===== src/rtl/thread_fetch_unit.sv =====
// Multi-hart instruction fetch unit: per-hart PC file, one outstanding memory request at a time.
// Define FETCH_PERF_CNT_EN to build the saturating delivered-instruction counter on fetch_cnt_o.
module thread_fetch_unit #(
    parameter int          NUM_THREADS       = 4,
    parameter int          THREAD_ADDR_WIDTH = 2,
    parameter logic [31:0] BOOT_ADDR         = 32'h0000_0080
) (
    input  logic                         clk,
    input  logic                         rst,
    input  logic                         enable,
    input  logic [THREAD_ADDR_WIDTH-1:0] hart_sel_i,
    input  logic                         stall_i,
    input  logic                         redirect_valid_i,
    input  logic [THREAD_ADDR_WIDTH-1:0] redirect_hart_i,
    input  logic [31:0]                  redirect_pc_i,
    output logic                         instr_req_o,
    output logic [31:0]                  instr_addr_o,
    input  logic                         instr_gnt_i,
    input  logic                         instr_rvalid_i,
    input  logic [31:0]                  instr_rdata_i,
    output logic                         instr_valid_o,
    output logic [31:0]                  instr_o,
    output logic [31:0]                  pc_o,
    output logic [THREAD_ADDR_WIDTH-1:0] hart_o,
    output logic                         busy_o,
    output logic [31:0]                  fetch_cnt_o
);

    typedef enum logic [1:0] {IDLE, REQ, WAIT, HOLD} state_t;

    state_t                         state, state_nxt;
    logic [31:0]                    pc [NUM_THREADS];
    logic [THREAD_ADDR_WIDTH-1:0]   hart_q;
    logic [31:0]                    addr_q;
    logic                           kill_q, kill_nxt;
    logic                           redirect_hit;
    logic                           killed;
    logic                           launch;
    logic                           capture;
    logic                           deliver;
    logic                           hold_keep;

    assign redirect_hit = redirect_valid_i && (redirect_hart_i == hart_q);
    // A redirect arriving in the same cycle as rvalid must also discard the response.
    assign killed       = kill_q || redirect_hit;
    assign hold_keep    = (state == HOLD) && stall_i && !redirect_hit;

    assign instr_req_o  = (state == REQ);
    assign instr_addr_o = addr_q;
    assign busy_o       = (state != IDLE);

    always_ff @(posedge clk or negedge rst) begin
        if (!rst) begin
            state  <= IDLE;
            kill_q <= 1'b0;
        end else begin
            state  <= state_nxt;
            kill_q <= kill_nxt;
        end
    end

    always_comb begin
        state_nxt = state;
        kill_nxt  = kill_q;
        launch    = 1'b0;
        capture   = 1'b0;
        deliver   = 1'b0;
        case (state)
            IDLE: begin
                kill_nxt = 1'b0;
                if (enable && !stall_i) begin
                    launch    = 1'b1;
                    state_nxt = REQ;
                end
            end
            REQ: begin
                if (redirect_hit) kill_nxt = 1'b1;
                if (instr_gnt_i) state_nxt = WAIT;
            end
            WAIT: begin
                if (redirect_hit) kill_nxt = 1'b1;
                if (instr_rvalid_i) begin
                    kill_nxt = 1'b0;
                    if (killed) begin
                        state_nxt = IDLE;
                    end else begin
                        capture = 1'b1;
                        if (stall_i) begin
                            state_nxt = HOLD;
                        end else begin
                            state_nxt = IDLE;
                            deliver   = 1'b1;
                        end
                    end
                end
            end
            HOLD: begin
                if (redirect_hit) begin
                    state_nxt = IDLE;
                end else if (!stall_i) begin
                    state_nxt = IDLE;
                    deliver   = 1'b1;
                end
            end
            default: state_nxt = IDLE;
        endcase
    end

    // Redirect has priority over the post-delivery increment on the same hart.
    always_ff @(posedge clk or negedge rst) begin
        if (!rst) begin
            for (int i = 0; i < NUM_THREADS; i++) pc[i] <= BOOT_ADDR;
        end else begin
            for (int i = 0; i < NUM_THREADS; i++) begin
                if (redirect_valid_i && (redirect_hart_i == THREAD_ADDR_WIDTH'(i)))
                    pc[i] <= redirect_pc_i;
                else if (deliver && (hart_q == THREAD_ADDR_WIDTH'(i)))
                    pc[i] <= pc[i] + 32'd4;
            end
        end
    end

    always_ff @(posedge clk or negedge rst) begin
        if (!rst) begin
            hart_q        <= '0;
            addr_q        <= '0;
            instr_valid_o <= 1'b0;
            instr_o       <= '0;
            pc_o          <= '0;
            hart_o        <= '0;
        end else begin
            if (launch) begin
                hart_q <= hart_sel_i;
                addr_q <= pc[hart_sel_i];
            end
            if (capture) begin
                instr_o <= instr_rdata_i;
                pc_o    <= addr_q;
                hart_o  <= hart_q;
            end
            instr_valid_o <= capture || hold_keep;
        end
    end

`ifdef FETCH_PERF_CNT_EN
    logic [31:0] cnt_q;

    always_ff @(posedge clk or negedge rst) begin
        if (!rst)
            cnt_q <= '0;
        else if (deliver && (cnt_q != 32'hFFFF_FFFF))
            cnt_q <= cnt_q + 32'd1;
    end

    assign fetch_cnt_o = cnt_q;
`else
    assign fetch_cnt_o = '0;
`endif

endmodule


===== config.mk =====
export PLATFORM = sky130hd
export DESIGN_NAME = thread_fetch_unit
export DESIGN_NICKNAME = d
export VERILOG_FILES = /design/src/rtl/thread_fetch_unit.sv
export SDC_FILE = /design/constraint.sdc
export NUM_CORES = 1
export LEC_CHECK = 0
export BUFFER_PORTS_ARGS = -buffer_cell sky130_fd_sc_hd__buf_2
export CAP_MARGIN = 20
export CORE_MARGIN = 2
export CORE_UTILIZATION = 57
export CTS_CLUSTER_SIZE = 10
export DETAILED_ROUTE_END_ITERATION = 10
export GPL_TIMING_DRIVEN = 1
export HOLD_SLACK_MARGIN = 0.12
export PLACE_DENSITY = 0.8
export SYNTH_ARGS = -nofsm -noshare
export SYNTH_HDL_FRONTEND = slang
export SYNTH_SLANG_ARGS = --single-unit

===== constraint.sdc =====
create_clock -name clk -period 2.7 [get_ports clk]
set_input_delay 0.135 -clock clk [delete_from_list [all_inputs] [get_ports clk]]
set_output_delay 0.135 -clock clk [all_outputs]
set_load 0.1 [all_outputs]

=== Yosys cells after proc, flatten, opt, wreduce, memory -nomap -nowiden ===
Cells that the tools add are included.

* Output and inout bits: 133
* Flip-flop bits (word level): 232
* Word-level logic and storage cells: 90
* Bits of input ports: 75

* Mux-type cells: 32
* Add/subtract/negate cells: 4
* Reductions and logical operators: 26
* Equality and inequality tests: 14
* Magnitude comparators: 1
* Bitwise logic cells: 1

{| class="wikitable"
|+ Operators by type and width
! operator !! number
|-
| $mux 32 || 10
|-
| $add 32x3->32 const B || 4
|-
| $bmux 32 s2 || 1
|-
| $mux 2 || 7
|-
| $eq 2x2->1 const B || 6
|-
| $logic_and 1x1->1 || 12
|-
| $mux 1 || 11
|-
| $reduce_bool 2->1 || 5
|-
| $pmux 2 s4 || 1
|-
| $eq 2x1->1 const B || 3
|-
| $logic_not 2->1 || 3
|-
| $ne 2x2->1 const B || 2
|-
| $reduce_and 4->1 || 1
|-
| $ge 3x3->1 const B || 1
|-
| $ne 3x3->1 const B || 1
|-
| $not 2->3 || 1
|-
| $pmux 1 s3 || 1
|-
| $reduce_bool 3->1 || 1
|-
| $eq 2x2->1 || 1
|-
| $logic_not 1->1 || 2
|-
| $logic_or 1x1->1 || 2
|-
| $ne 2x1->1 const B || 1
|-
| $pmux 1 s2 || 1
|}

=== Logic depth before layout (Yosys ltp) ===
* Word-level depth: 9
* Depth in mapped cells: 9

=== Least setup slack after synthesis ===
OpenSTA, ideal clock, no wires.

* Path type: flip-flop to flip-flop
* From: reg state[0]
* To: reg pc[121] (netlist name)
* Arrival time: 2,225 ps
* Setup time: 69 ps
* Buffers on the path: 2
* Stages on the path, launching flop included: 10
* Path slack: 406 ps
* Path through: dfrtp_1 inv_1 ha_1 and3b_1 buf_6 o21ai_2 or4_1 buf_2 or4b_1 nand3_1

* Longest elaborated chain between the ends: 4

{| class="wikitable"
|+ RTL lines
! what !! line !! text
|-
| from (decl) || 31 || <nowiki>state_t state, state_nxt;</nowiki>
|-
| from (signal assigned) || 57 || <nowiki>state <= state_nxt;</nowiki>
|-
| $eq 2x2->1 || 68 || <nowiki>case (state)</nowiki>
|-
| $pmux 1 s2 (*) || 68 ||
|-
| $logic_and 1x1->1 (*) || 117 || <nowiki>else if (deliver && (hart_q == THREAD_ADDR_WIDTH'(i)))</nowiki>
|-
| $reduce_bool 2->1 (no line) (*) || - ||
|-
| to (signal, indexed assignment) || 116 || <nowiki>pc[i] <= redirect_pc_i;</nowiki>
|-
| to (signal, indexed assignment) || 118 || <nowiki>pc[i] <= pc[i] + 32'd4;</nowiki>
|-
| to (decl) || 32 || <nowiki>logic [31:0] pc [NUM_THREADS];</nowiki>
|}

Mark *: on every way between the ends. The rest lies on a longest branch, timed or not.
A chain may end at the register's enable or synchronous reset.

=== Worst setup path after layout ===
* From: reg state[0]
* To: reg pc[104] (netlist name)

The elaborated chain is that of the path after synthesis.

==> flow_summary.html <==
<table>
<tr><th>Metric</th><th>Value</th></tr>
<tr><th colspan="2">Worst setup path</th></tr>
<tr><td>Slowest cell on the critical path</td><td>sky130_fd_sc_hd__a21oi_2</td></tr>
<tr><td>CP most frequent cell</td><td>sky130_fd_sc_hd__nand3_1</td></tr>
<tr><td>WP data required</td><td>3.16 ns</td></tr>
<tr><td>Kind of launch point of the worst setup path</td><td>flop</td></tr>
<tr><td>Cells along the critical path</td><td>inv_1 &gt; ha_1 &gt; nand3b_1 &gt; a21oi_2 &gt; buf_4 &gt; nand3_1 &gt; or4_1 &gt; nand3_1</td></tr>
<tr><td>Critical path endpoint category</td><td>flop</td></tr>
<tr><td>Highest fanout seen on the critical path</td><td>19</td></tr>
<tr><td>Critical path class</td><td>reg -&gt; reg</td></tr>
<tr><td>Highest cell delay on the worst timing path</td><td>~0.46 ns</td></tr>
<tr><td>Arrival time at the worst endpoint</td><td>about 3.0 ns</td></tr>
<tr><th colspan="2">Timing</th></tr>
<tr><td>Setup repair after global routing missed its margin</td><td>false</td></tr>
<tr><td>Maximum clock frequency</td><td>0.393 GHz</td></tr>
<tr><td>Final Hold Fails</td><td>0</td></tr>
<tr><td>Remaining max-slew budget at the tightest pin</td><td>31.2%</td></tr>
<tr><td>Final critical-path share of the clock period</td><td>94.3%</td></tr>
<tr><td>Setup_tns</td><td>0 ns</td></tr>
<tr><td>Fin Clk Skew</td><td>0.0164 ns</td></tr>
<tr><td>Finish-stage setup viols</td><td>0</td></tr>
<tr><td>Worst-margin pin slew</td><td>1.02 ns</td></tr>
<tr><td>Hold Worst Slack</td><td>~0.17 ns</td></tr>
<tr><td>Max-slew violation count</td><td>0</td></tr>
<tr><td>Clock period minus final worst setup slack</td><td>2.55 ns</td></tr>
<tr><th colspan="2">Clock tree</th></tr>
<tr><td>Clock Pin Slew Worst Setup and Hold Paths</td><td>roughly 0.06 ns</td></tr>
<tr><td>Clock root cell</td><td>sky130_fd_sc_hd__clkbuf_16</td></tr>
<tr><td>Total clock sinks</td><td>232</td></tr>
<tr><td>Number of resized instances in the post-cts repair step</td><td>0</td></tr>
<tr><td>Inserted Clock Buffers</td><td>27</td></tr>
<tr><td>Maximum count of clock buffers along a single path</td><td>3</td></tr>
<tr><td>Setup repair bufs after CTS</td><td>0</td></tr>
<tr><td>Clock latency at the later pin of the worst-skew pair</td><td>0.53 ns</td></tr>
<tr><td>Clock tree from TritonCTS</td><td>done</td></tr>
<tr><td>Number of H-tree levels</td><td>1</td></tr>
<tr><td>Post-cts hold buffer count</td><td>66</td></tr>
<tr><th colspan="2">Synthesis</th></tr>
<tr><td>Number of enable-type register cells in the synthesized netlist</td><td>0</td></tr>
<tr><td>Post-synthesis instance area</td><td>12800 um^2</td></tr>
<tr><td>Primary FF master, synth</td><td>sky130_fd_sc_hd__dfrtp_1</td></tr>
<tr><td>#FFs+latches synth</td><td>around 230</td></tr>
<tr><td>Most frequent cells after synthesis</td><td>sky130_fd_sc_hd__dfrtp_1, sky130_fd_sc_hd__nand2_1, sky130_fd_sc_hd__mux2_2, sky130_fd_sc_hd__xnor2_1, sky130_fd_sc_hd__o21ai_0</td></tr>
<tr><td>Most area-consuming cells after synthesis</td><td>sky130_fd_sc_hd__dfrtp_1, sky130_fd_sc_hd__mux2_2, sky130_fd_sc_hd__mux4_2</td></tr>
<tr><td>Number of standard cells after synthesis</td><td>1230</td></tr>
<tr><td>Number of distinct library cells after synthesis</td><td>62</td></tr>
<tr><td>Area share of the largest cell type after synthesis</td><td>44.7%</td></tr>
<tr><td>Largest area contributor in the synthesized netlist</td><td>sky130_fd_sc_hd__dfrtp_1</td></tr>
<tr><td>Ys Warns</td><td>0</td></tr>
<tr><td>Library cell with the highest instance count after synthesis</td><td>sky130_fd_sc_hd__dfrtp_1</td></tr>
<tr><td>Average size of a mapped cell</td><td>10.4 um^2</td></tr>
<tr><td>Post-synthesis async set-or-reset flop share</td><td>100%</td></tr>
<tr><td>Sequential-to-total area share from yosys stat</td><td>45.6%</td></tr>
<tr><th colspan="2">Finish</th></tr>
<tr><td>Number of nets in the layout</td><td>between 1500 and 2000</td></tr>
<tr><td>Share of final-layout standard cells stronger than drive strength 1</td><td>27.4%</td></tr>
<tr><td>Non-filler instance count after layout</td><td>between 1500 and 2000</td></tr>
<tr><td>Total of fill cells in the finished design</td><td>1556</td></tr>
<tr><td>Post-layout utilization of the core</td><td>between 70% and 80%</td></tr>
<tr><td>Area Overhead vs Synth</td><td>20.7%</td></tr>
<tr><th colspan="2">Detailed routing</th></tr>
<tr><td>Avg WL per Cell</td><td>21.7 um</td></tr>
<tr><td>Count of vias placed by the detailed router</td><td>11000</td></tr>
<tr><td>DRC violation count after routing</td><td>0</td></tr>
<tr><td>DRT Pass-1 Iters</td><td>6</td></tr>
<tr><td>DRC violation total after the first TritonRoute iteration</td><td>between 1000 and 1500</td></tr>
<tr><td>Vias/cell</td><td>between 6 and 7</td></tr>
<tr><td>Post-detailed-route count of antenna-violating nets</td><td>0</td></tr>
<tr><td>Total length of routed wires</td><td>38.2 mm</td></tr>
<tr><th colspan="2">Place</th></tr>
<tr><td>Buffers on Ports</td><td>175</td></tr>
<tr><td>Final HPWL from detailed placement</td><td>roughly 27 mm</td></tr>
<tr><td>Placed cell count</td><td>1652</td></tr>
<tr><td>Global placer's final weighted congestion</td><td>1.03</td></tr>
<tr><th colspan="2">GRT</th></tr>
<tr><td>Global-route wire length before repair</td><td>60.1 mm</td></tr>
<tr><td>Global routing met1 resource utilization</td><td>around 45%</td></tr>
<tr><td>Global-route layer with the greatest usage</td><td>met2</td></tr>
<tr><td>Global-route track usage on met3</td><td>7.44%</td></tr>
<tr><td>Leftover overflow at the end of global routing</td><td>0</td></tr>
<tr><td>Via count of the first global-routing pass</td><td>10600</td></tr>
<tr><td>Number of antenna violations at the first check in global routing</td><td>1</td></tr>
<tr><td>Maximum number of pins on one net before global-route repair</td><td>100</td></tr>
<tr><td>Global routing usage summed across all routing layers</td><td>32.2%</td></tr>
<tr><td>Global routing met2 resource utilization</td><td>50.5%</td></tr>
<tr><th colspan="2">Power</th></tr>
<tr><td>Power density over cell area</td><td>1220 nW/um^2</td></tr>
<tr><td>Leakage Power</td><td>6.37 nW</td></tr>
<tr><td>Worst vdd ir</td><td>0.000841 V</td></tr>
<tr><th colspan="2">Floorplanning</th></tr>
<tr><td>Overall die height</td><td>around 150 um</td></tr>
<tr><td>Initial Util</td><td>58.2%</td></tr>
<tr><td>Floorplan Core Area</td><td>roughly 22000 um^2</td></tr>
<tr><td>Area of the die</td><td>between 20000 and 25000 um^2</td></tr>
<tr><td>Num ports</td><td>208</td></tr>
<tr><td>Site row count</td><td>54</td></tr>
<tr><td>Die width</td><td>about 150 um</td></tr>
<tr><th colspan="2">Run</th></tr>
<tr><td>Max-cap violations</td><td>0</td></tr>
<tr><th colspan="2">Min path</th></tr>
<tr><td>Class of the tightest hold or removal check</td><td>in -&gt; reg</td></tr>
<tr><th colspan="2">Status</th></tr>
<tr><td>Result of the run</td><td>complete, no violations</td></tr>
</table>
-- path summary, 6_finish.rpt --
check	from	endpoint	slack (ns)	cells after the start
max	state[0]$_DFFE_PN0P_	pc[104]$_DFFE_PN0P_	0.15	8
min	redirect_hart_i[0]	pc[50]$_DFFE_PN0P_	0.17	3
max reg2reg	state[0]$_DFFE_PN0P_	pc[104]$_DFFE_PN0P_	0.15	8
min reg2reg	pc[96]$_DFFE_PN0P_	pc[96]$_DFFE_PN0P_	0.48	2
max in group asynchronous	rst	pc[39]$_DFFE_PN1P_	1.63	3
min in group asynchronous	rst	instr_o[25]$_DFFE_PN0P_	0.25	2
-- layout by cell type (no fill, tap or decap), drive strengths merged, types with 3 or more instances in the layout --
cell type / Yosys / final
o311ai: 6 / 6
dfstp: 4 / 4
nand2b: 3 / 3
buf: 55 / 220
a21oi: 30 / 30
a31oi: 20 / 20
or3: 16 / 16
conb: 1 / 32
and2: 8 / 8
and4: 21 / 21
or4: 15 / 15
dlygate4sd3: 0 / 66
nor2: 52 / 52
or2: 3 / 3
nor3: 21 / 21
o21ai: 77 / 77
ha: 9 / 9
nand4: 48 / 48
nand2: 143 / 143
nand4b: 4 / 4
nor4b: 4 / 4
nand3b: 3 / 3
o211ai: 10 / 10
mux2i: 5 / 5
clkbuf: 54 / 39
xnor2: 65 / 65
nor4: 40 / 40
nor3b: 6 / 6
inv: 15 / 15
mux4: 32 / 32
dfrtp: 228 / 228
xor2: 25 / 25
o31ai: 7 / 7
and3: 23 / 23
nand3: 53 / 53
mux2: 103 / 103
nor2b: 4 / 4
-- report_power, final --
group	total, mW	switching (mW)	internal, mW
sequential	5.70	1.09	4.61
clock	3.27	1.34	1.93
combinational	9.82	7.67	2.16
-- layout make-up --
type                    count  area, um^2  share of cell area, %
repair buffers            286        1960                   12.7
clock buffers              39         731                   4.75
well taps                 280         350                   2.28
clock inverters             1        30.0                  0.195
multi-input cells         905        6450                   41.9
inverters                  15        56.3                  0.366
flip-flops and latches    232        5810                   37.8
diodes                      1        2.50                 0.0163
-- critical path, delay by kind of cell, from the launching register on --
kind	cells	cell delay, ns
and+or+nand+nor	4	0.88
AOI/OAI and AO/OA	1	0.46
buffers and inverters	2	0.46
DFF	1	0.44
adders and majority gates	1	0.22
-- registers in the layout, summed over array words and instances, names as in the netlist --
| name | flops |
|---|---|
| kill_q | 1 |
| hart_q | 2 |
| pc_o | 32 |
| instr_addr_o | 32 |
| pc | 128 |
| state | 2 |
| instr_o | 32 |
| instr_valid_o | 1 |
| hart_o | 2 |
-- cells by family (layout without fill, tap and decap cells) --
family	after synthesis	after routing	share of synthesized area, %
AOI/OAI and AO/OA	164	164	7.60
xor gates and xnor gates	90	90	6.24
adders and majority gates	9	9	0.883
buffers and inverters	124	341	5.02
DFF	232	232	45.6
muxes	140	140	15.2
other	1	33	0.0294
and+or+nand+nor	470	470	19.5
-- metal layers --
layer	share of wire, %	wire length [um]	vias up
met5	0.034	13	-
met4	3.0	1130	2
met3	13	4790	86
met2	46	17400	712
met1	39	14900	5302
li1	-	-	4914
-- metrics by stage --
stage                     total power [mW]  setup WS (ns)  instance area, um^2
after floorplan                       13.4          0.406                12900
after global placement                15.1          0.273                14000
after global routing                  19.4         0.0151                15400
final                                 18.8          0.155                15400
after detailed placement              15.3          0.223                14000
after CTS                             18.7          0.206                15400
(Power assumes the default switching activity.)
